===== src/rtl/instr_cache.sv =====
// Direct-mapped instruction cache with a word-serial line fill from backing memory.
// A hit answers in the same cycle. A miss stalls the fetch stage until the whole line has been fetched.
module instr_cache #(
    parameter int LINES       = 16,
    parameter int BLOCK_WORDS = 4
) (
    input  logic        clk,
    input  logic        rst,
    input  logic        req_i,
    input  logic [31:0] addr_i,
    input  logic        flush_i,
    output logic [31:0] data_o,
    output logic        ready_o,
    output logic        stall_o,
    output logic        mem_req_o,
    output logic [31:0] mem_addr_o,
    input  logic [31:0] mem_data_i,
    input  logic        mem_ack_i,
    output logic [15:0] miss_cnt_o
);

    localparam int WORD_W = $clog2(BLOCK_WORDS);
    localparam int IDX_W  = $clog2(LINES);
    localparam int TAG_W  = 30 - WORD_W - IDX_W;
    localparam logic [WORD_W-1:0] LAST_WORD = WORD_W'(BLOCK_WORDS - 1);

    typedef enum logic [0:0] {
        S_IDLE = 1'b0,
        S_FILL = 1'b1
    } state_t;

    state_t             r_state;
    state_t             w_state_nxt;
    logic [WORD_W-1:0]  r_cnt;
    logic [IDX_W-1:0]   r_miss_idx;
    logic [TAG_W-1:0]   r_miss_tag;
    logic [LINES-1:0]   r_valid;
    logic [TAG_W-1:0]   r_tag  [LINES];
    logic [31:0]        r_data [LINES*BLOCK_WORDS];
    logic               r_flush_pending;
    logic [15:0]        r_miss_cnt;

    logic [WORD_W-1:0]  w_word;
    logic [IDX_W-1:0]   w_index;
    logic [TAG_W-1:0]   w_tag;
    logic               w_hit;
    logic               w_miss;
    logic               w_start_fill;
    logic               w_fill_done;
    logic               w_unused;

    // The two byte-offset bits do not take part in a word fetch.
    assign w_unused   = ^addr_i[1:0];
    assign miss_cnt_o = r_miss_cnt;

    // Address decode, hit detection and the same-cycle read port.
    always_comb begin
        w_word  = addr_i[2 +: WORD_W];
        w_index = addr_i[2 + WORD_W +: IDX_W];
        w_tag   = addr_i[31 -: TAG_W];
        w_hit   = req_i && (r_state == S_IDLE) && r_valid[w_index]
                  && (r_tag[w_index] == w_tag);
        w_miss  = req_i && !w_hit;
        if (w_hit) begin
            ready_o = 1'b1;
            data_o  = r_data[{w_index, w_word}];
        end else begin
            ready_o = 1'b0;
            data_o  = 32'd0;
        end
    end

    // FSM next state and the memory-side / stall outputs.
    always_comb begin
        w_state_nxt  = r_state;
        w_start_fill = 1'b0;
        w_fill_done  = 1'b0;
        mem_req_o    = 1'b0;
        mem_addr_o   = 32'd0;
        stall_o      = w_miss;
        case (r_state)
            S_IDLE: begin
                if (w_miss) begin
                    w_state_nxt  = S_FILL;
                    w_start_fill = 1'b1;
                end else begin
                    w_state_nxt  = S_IDLE;
                end
            end
            S_FILL: begin
                mem_req_o  = 1'b1;
                mem_addr_o = {r_miss_tag, r_miss_idx, r_cnt, 2'b00};
                stall_o    = 1'b1;
                if (mem_ack_i && (r_cnt == LAST_WORD)) begin
                    w_state_nxt = S_IDLE;
                    w_fill_done = 1'b1;
                end else begin
                    w_state_nxt = S_FILL;
                end
            end
            default: begin
                w_state_nxt = S_IDLE;
            end
        endcase
    end

    // State register.
    always_ff @(posedge clk) begin
        if (rst) begin
            r_state <= S_IDLE;
        end else begin
            r_state <= w_state_nxt;
        end
    end

    // Miss capture, word counter, valid bits, deferred flush and miss counter.
    always_ff @(posedge clk) begin
        if (rst) begin
            r_cnt           <= {WORD_W{1'b0}};
            r_miss_idx      <= {IDX_W{1'b0}};
            r_miss_tag      <= {TAG_W{1'b0}};
            r_valid         <= {LINES{1'b0}};
            r_flush_pending <= 1'b0;
            r_miss_cnt      <= 16'd0;
        end else if (r_state == S_IDLE) begin
            if (flush_i) begin
                r_valid <= {LINES{1'b0}};
            end
            if (w_start_fill) begin
                r_miss_idx <= w_index;
                r_miss_tag <= w_tag;
                if (r_miss_cnt != 16'hFFFF) begin
                    r_miss_cnt <= r_miss_cnt + 16'd1;
                end
            end
        end else begin
            // A flush seen during the fill also kills the line being filled.
            if (w_fill_done) begin
                r_flush_pending <= 1'b0;
                if (r_flush_pending || flush_i) begin
                    r_valid <= {LINES{1'b0}};
                end else begin
                    r_valid[r_miss_idx] <= 1'b1;
                end
            end else if (flush_i) begin
                r_flush_pending <= 1'b1;
            end
            if (mem_ack_i) begin
                r_cnt <= w_fill_done ? {WORD_W{1'b0}} : r_cnt + WORD_W'(1);
            end
        end
    end

    // Data and tag arrays carry no reset; the valid bits alone qualify a hit.
    always_ff @(posedge clk) begin
        if (!rst && (r_state == S_FILL) && mem_ack_i) begin
            r_data[{r_miss_idx, r_cnt}] <= mem_data_i;
            if (r_cnt == LAST_WORD) begin
                r_tag[r_miss_idx] <= r_miss_tag;
            end
        end
    end

endmodule


===== config.mk =====
export PLATFORM = sky130hd
export DESIGN_NAME = instr_cache
export DESIGN_NICKNAME = d
export VERILOG_FILES = /design/src/rtl/instr_cache.sv
export SDC_FILE = /design/constraint.sdc
export NUM_CORES = 2
export LEC_CHECK = 0
export CORE_MARGIN = 2
export CORE_UTILIZATION = 56
export CTS_CLUSTER_DIAMETER = 40
export DETAILED_ROUTE_END_ITERATION = 10
export PLACE_DENSITY = 0.75
export SLEW_MARGIN = 20
export SYNTH_ARGS = -nofsm -noshare
export SYNTH_HDL_FRONTEND = slang
export SYNTH_SLANG_ARGS = --single-unit

===== constraint.sdc =====
create_clock -name clk -period 6.3 [get_ports clk]
set_input_delay 1.89 -clock clk [delete_from_list [all_inputs] [get_ports clk]]
set_output_delay 1.89 -clock clk [all_outputs]
set_load 0.1 [all_outputs]

* Word-level counts from Yosys, hierarchy flattened *
Memories as Yosys holds them, arrays and structs flattened.
Index checks and enable logic that the tools add are counted.

operators by class
  equality and inequality tests = 4
  add/sub/neg operators = 2
  bitwise logic cells = 2
  reductions and logical operators = 18
  $lt $le $gt $ge = 3
  multiplexer cells = 27

operator list
  kind                                                                                 count
  16-bit two-way mux                                                                   4
  32-bit two-way mux                                                                   2
  24-bit equality test                                                                 1
  1-bit two-way mux                                                                    17
  16-bit by 1-bit adder with 16-bit output, second input constant                      1
  16-bit inequality test, second input constant                                        1
  16-bit bitwise OR                                                                    1
  4-bit by 5-bit < comparator with 1-bit output, second input constant                 2
  1-bit logical AND                                                                    8
  2-bit AND reduction                                                                  4
  1-bit binary-select mux with 4-bit select                                            1
  1-bit demux with 4-bit select                                                        1
  4-bit by 1-bit greater-or-equal comparator with 1-bit output, second input constant  1
  2-bit nonzero test                                                                   2
  3-bit AND reduction                                                                  1
  2-bit by 1-bit adder with 2-bit output, second input constant                        1
  2-bit equality test, second input constant                                           1
  1-bit zero test                                                                      2
  2-bit two-way mux                                                                    1
  2-bit by 1-bit inequality test with 1-bit output, second input constant              1
  1-bit one-hot mux with 2 select lines                                                1
  1-bit logical OR                                                                     1
  1-bit NOT                                                                            1

word-level totals
  memories = 2
  memory bits (writable) = 2,432
  register bits after elaboration = 64
  bits of input ports = 69
  output and inout bits = 83

memories
  name    words  width  rd ports  clocked after Yosys merged registers in  wr ports  RTL line  RTL
  r_data  64     32     1         0                                        1         39        logic [31:0] r_data [LINES*BLOCK_WORDS];
  r_tag   16     24     1         0                                        1         38        logic [TAG_W-1:0] r_tag [LINES];

* Logic depth before layout (Yosys ltp) *
  depth in word-level cells = 9
  gate-level depth with buffers = 15

* Least setup slack after synthesis *
OpenSTA, ideal clock, no wires.

  path type = in2out
  start = input port addr_i[5]
  end = output port data_o[13]
  path slack = -1.862 ns
  path buffers = 3
  arrival = 6.272 ns
  stages = 11
  cells stage by stage = buf_4 buf_2 mux4_2 mux2i_1 xnor2_1 mux2i_1 nand4_1 nor4b_4 nand3_2 buf_1 a211oi_1

between the ends
  cells in the longest elaborated chain, start to end = 5
  elaborated cells on any way between the ends = 8
  classes of those cells = eq/ne (1); mux (3); reduce/logical (2); memory (2)

ends and longest elaborated chain
  item                                                        RTL line  RTL
  start: declaration                                          10        input logic [31:0] addr_i,
  branches (longest 4 deep; another with memory 16 x 24 bit)  -
  32-bit two-way mux *                                        64        if (w_hit) begin
  end: declaration                                            12        output logic [31:0] data_o,

Every way passes the cells marked *. The select of a mux whose other input is x is not followed.

* Final worst setup path *
  start = input port addr_i[4]
  end = output port data_o[6]

Same word-level chain as after synthesis.

==> results by stage <==
Placed design:
- The number of buffer cells added on primary ports is 147.
- The placed wire-length estimate after detailed placement is 130000 um.
- Before CTS, the worst setup slack after placement is -0.945 ns.
- The post-detailed-placement cell area is 105000 sq um.
- The final RePlAce weighted congestion is 0.798.

Run status:
- The flow ran to the end, but the final reports show violations.
- The checks that failed: negative setup slack.

Finish:
- The leading cell type in the layout, fill and taps excluded is sky130_fd_sc_hd__edfxtp_1.
- The fraction of layout instances using a drive strength above 1 is 0.362.
- The final instance area is 115000 sq um.
- The area growth from synthesis to layout is 19.2%.
- The top cell types in the final layout, fill and taps aside, are sky130_fd_sc_hd__edfxtp_1 (2432), sky130_fd_sc_hd__mux4_2 (720), sky130_fd_sc_hd__clkbuf_16 (314), sky130_fd_sc_hd__buf_4 (314), sky130_fd_sc_hd__mux2i_1 (114).
- In the final design database the tool counted a little under 5000 nets.

Clock tree:
- For the worst-skew pair, the clock arrives at the later sink with an insertion delay of between 0.9 and 1 ns.
- The clock transition time at the flip-flop clock pins of the worst setup and hold paths is 0.05 ns.
- TritonCTS built the clock tree.
- The clock passes through at most 4 buffers.
- The number of buffers inserted during clock tree synthesis is ~310.
- The clock tree synthesis step divided the H-tree into 5 levels.
- The root buffer selected by CTS is sky130_fd_sc_hd__clkbuf_16.
- The cts-stage hold buffer count is 0.
- The number of sinks driven by the clock tree is about 2500.

Setup path:
- The biggest fanout along the worst timing path is 6.
- The worst setup path is launched from a primary input.
- The type of element capturing the critical path is an output pin.
- The cell that appears most often on the critical path is sky130_fd_sc_hd__buf_12.
- The category of the most critical setup path is in2out.
- The signal on the critical path passes through buf_16 > buf_12 > mux4_2 > xnor2_1 > nand3_1 > a2111oi_4 > a31oi_4 > nor4b_4 > buf_4 > nand3_4 > buf_16 > buf_12 > a211oi_4 > buf_12.
- The slowest stage of the critical path belongs to the cell sky130_fd_sc_hd__mux4_2.
- The data arrival at the endpoint of the critical path is ~5 ns.
- The delay of the slowest cell on the worst path is 0.51 ns.
- STA puts the critical path data required time at approximately 4.4 ns.

Timing:
- The minimum clock period after layout is 6.82 ns.
- The final count of hold timing violations is 0.
- In the post-route analysis, the smallest setup slack over all paths is -0.521 ns.
- Dividing the final minimum period by the clock period gives 1.08.
- For this run, the top clock speed supported by timing is 0.147 GHz.
- Across the routed clock network, the largest skew measured is 0.0906 ns.
- For the pin with the worst max-slew slack, the measured transition is 1.15 ns.
- Setup violations remaining at the end of the flow were counted as 34.
- The relative slew slack is 0.234.
- Setup repair after global routing could not meet its margin everywhere.
- The max-slew violation count came to 0.

Synth:
- The share of synthesized registers carrying an async set or reset is 0.
- The synthesized netlist occupies a cell area of 96500 sq um.
- The register bit total from synthesis is 2496.
- Of the post-synthesis cell area, the dominant cell type holds 0.757.
- Ranked by total cell area, the synthesized netlist is headed by sky130_fd_sc_hd__edfxtp_1 (76%), sky130_fd_sc_hd__mux4_2 (17%), sky130_fd_sc_hd__dfxtp_1 (1.3%).
- The average size of a mapped cell is roughly 23 sq um.
- The count of synthesis-stage warnings from yosys is 0.
- The library cell occupying the most area in the post-synthesis netlist is sky130_fd_sc_hd__edfxtp_1.
- The cell count after synthesis came out at 4137.
- For this run, the register share of the synthesized area comes to 0.770.
- The netlist uses 78 different library cells.
- Yosys mapped a number of flops with a built-in enable equal to 2432.
- The top flip-flop cell by instance count after synthesis is sky130_fd_sc_hd__edfxtp_1.

Worst hold path:
- The class of the worst hold path is reg2reg.

Drt:
- The number of vias per cell is 6.83.
- Summed over all layers, the routed wires come to between 200000 and 300000 um.
- In the routed design, unresolved DRC markers number 0.
- The vias after detailed routing is approximately 50000.
- For this block, the initial DRC count from the detailed router was 7301.
- After detailed routing, the average wire length per cell comes to 35.9 um.
- The number of optimization iterations in the first detailed-route pass is 5.
- The residual antenna-violating net count after detailed routing is 0.

GRT:
- The first-pass GRT wire length is 371000 um.
- The number of global-route vias before repair is around 50000.
- For this run, the total global-route usage over all layers was measured as 0.302.
- The number of antenna violations at the first check in global routing is 7.
- Summed over all layers, the global routing overflow is 0.
- The pin count of the biggest net entering global routing is 66.

Floorplan:
- The floorplan step defined a die boundary enclosing 176000 sq um.
- The initial standard-cell utilization of the core is 0.563.
- The die height is ~420 um.
- In this run the horizontal extent of the chip is 419 um.
- The standard-cell row count is 152.
- The total area inside the core boundary comes to roughly 170000 sq um.
- The number of top-level design ports is roughly 150.

Power:
- Summed over all cells, the static leakage comes to 36.9 nW.
- IR analysis of the VDD net gives a maximum drop of 0.327 mV.
- The power per cell area is 326 nW/um^2.

Run:
- Max-cap violations in this run came to 0.
synthesized netlist by cell type, types with 3 or more instances:
| master | number |
|---|---|
| sky130_fd_sc_hd__a21oi_1 | 22 |
| sky130_fd_sc_hd__edfxtp_1 | 2432 |
| sky130_fd_sc_hd__nor4_1 | 6 |
| sky130_fd_sc_hd__mux4_1 | 12 |
| sky130_fd_sc_hd__or3_1 | 4 |
| sky130_fd_sc_hd__clkbuf_1 | 125 |
| sky130_fd_sc_hd__or3b_2 | 3 |
| sky130_fd_sc_hd__buf_12 | 8 |
| sky130_fd_sc_hd__buf_2 | 32 |
| sky130_fd_sc_hd__o41ai_1 | 3 |
| sky130_fd_sc_hd__buf_4 | 14 |
| sky130_fd_sc_hd__mux2i_1 | 115 |
| sky130_fd_sc_hd__nand3b_1 | 3 |
| sky130_fd_sc_hd__mux4_2 | 717 |
| sky130_fd_sc_hd__nor3_1 | 15 |
| sky130_fd_sc_hd__xnor2_1 | 20 |
| sky130_fd_sc_hd__nand4_1 | 14 |
| sky130_fd_sc_hd__a211oi_1 | 40 |
| sky130_fd_sc_hd__o21a_1 | 5 |
| sky130_fd_sc_hd__buf_1 | 47 |
| sky130_fd_sc_hd__a22oi_1 | 23 |
| sky130_fd_sc_hd__and2_1 | 37 |
| sky130_fd_sc_hd__inv_1 | 12 |
| sky130_fd_sc_hd__o31ai_1 | 4 |
| sky130_fd_sc_hd__a2111oi_0 | 4 |
| sky130_fd_sc_hd__a21o_1 | 3 |
| sky130_fd_sc_hd__nand3_1 | 20 |
| sky130_fd_sc_hd__xor2_1 | 5 |
| sky130_fd_sc_hd__o22ai_1 | 3 |
| sky130_fd_sc_hd__o21ai_0 | 4 |
| sky130_fd_sc_hd__nor2b_1 | 49 |
| sky130_fd_sc_hd__nor2_1 | 153 |
| sky130_fd_sc_hd__a211o_1 | 6 |
| sky130_fd_sc_hd__nor4b_1 | 4 |
| sky130_fd_sc_hd__dfxtp_1 | 64 |
| sky130_fd_sc_hd__and3_1 | 6 |
| sky130_fd_sc_hd__nand2_1 | 25 |
| sky130_fd_sc_hd__mux2_2 | 9 |
| sky130_fd_sc_hd__buf_6 | 3 |
| sky130_fd_sc_hd__and4_1 | 5 |
| sky130_fd_sc_hd__nand2b_1 | 8 |
| sky130_fd_sc_hd__nor3b_1 | 6 |
cell type report:
| cell class | instances | area, sq um |
|---|---|---|
| multi-input cells | 1399 | 22100 |
| inverters | 12 | 48.8 |
| diodes | 1 | 2.50 |
| clock inverters | 181 | 1930 |
| well taps | 2310 | 2890 |
| fillers | 10000 | 56400 |
| flip-flops and latches | 2496 | 74300 |
| repair buffers | 532 | 5680 |
| clock buffers | 353 | 8040 |
logic make-up (layout without fill, tap and decap cells):
family,after synthesis,after routing,share of synthesized area
flops,2496,2496,0.770
mux,853,853,0.184
simple gates,371,371,0.0200
buf+inv,243,1078,0.0120
compound gates,146,146,0.0117
xor+xnor,25,25,0.00227
fa+ha+maj,2,2,0.000259
other cells,1,3,0.0000389
what timing repair did:
action,4_1_cts,5_1_grt
gates resized for setup,47,4
gates cloned,4,0
setup endpoints to repair,34,34
pin swaps,11,6
buffers inserted,3,1
routing by layer:
metal,GRT usage,routed length [um]
met2,0.487,129000
met1,0.402,92400
met4,0.120,11200
met3,0.0706,28900
met5,0,39
metrics by stage:
step	hold slack [ns]	setup TNS, ns	power, W	util	std cells
2_1_floorplan	0.435	-8.58	0.0196	-	4138
3_3_place_gp	0.445	-24.85	0.0204	0.610	6738
3_5_place_dp	0.454	-25.19	0.0204	0.610	6738
4_1_cts	0.466	-15.09	0.0376	0.670	7279
5_1_grt	0.494	-18.19	0.0383	0.671	7283
6_report	0.469	-14.83	0.0375	0.671	7284
flip-flops by register name, indices dropped and copies added, names as in the netlist:
signal and cells:
r_flush_pending 1, r_valid 16, r_miss_tag 24, r_cnt 2
r_tag 384, r_state 1, miss_cnt_o 16, r_data 2048
r_miss_idx 4
worst max-delay path, delay by kind of cell:
kind	cells	cell delay, ns
compound gates	3	0.79
buf+inv	6	1.03
mux	1	0.51
simple gates	3	0.51
xor+xnor	1	0.17
where the power goes:
| group | switching, W | leakage, nW | internal (W) |
|---|---|---|---|
| Clock | 0.00695 | 4.84 | 0.0104 |
| Sequential | 0.0000535 | 22.5 | 0.0182 |
| Combinational | 0.00103 | 9.59 | 0.000794 |
| Total | 0.00803 | 36.9 | 0.0294 |
path summary, 6_finish.rpt:
check                                              start                  endpoint  slack (ns)  cells past startpoint
worst max-delay path                           addr_i[4]                 data_o[6]       -0.52                     14
worst min-delay path            r_valid[14]$_SDFFE_PP0P_  r_valid[14]$_SDFFE_PP0P_        0.47                      1
worst max register to register        r_state$_SDFF_PP0_   r_data[3][10]$_DFFE_PP_        2.57                      6
worst min register to register  r_valid[14]$_SDFFE_PP0P_  r_valid[14]$_SDFFE_PP0P_        0.47                      1
Note: power is estimated with default switching activity, not from simulation.
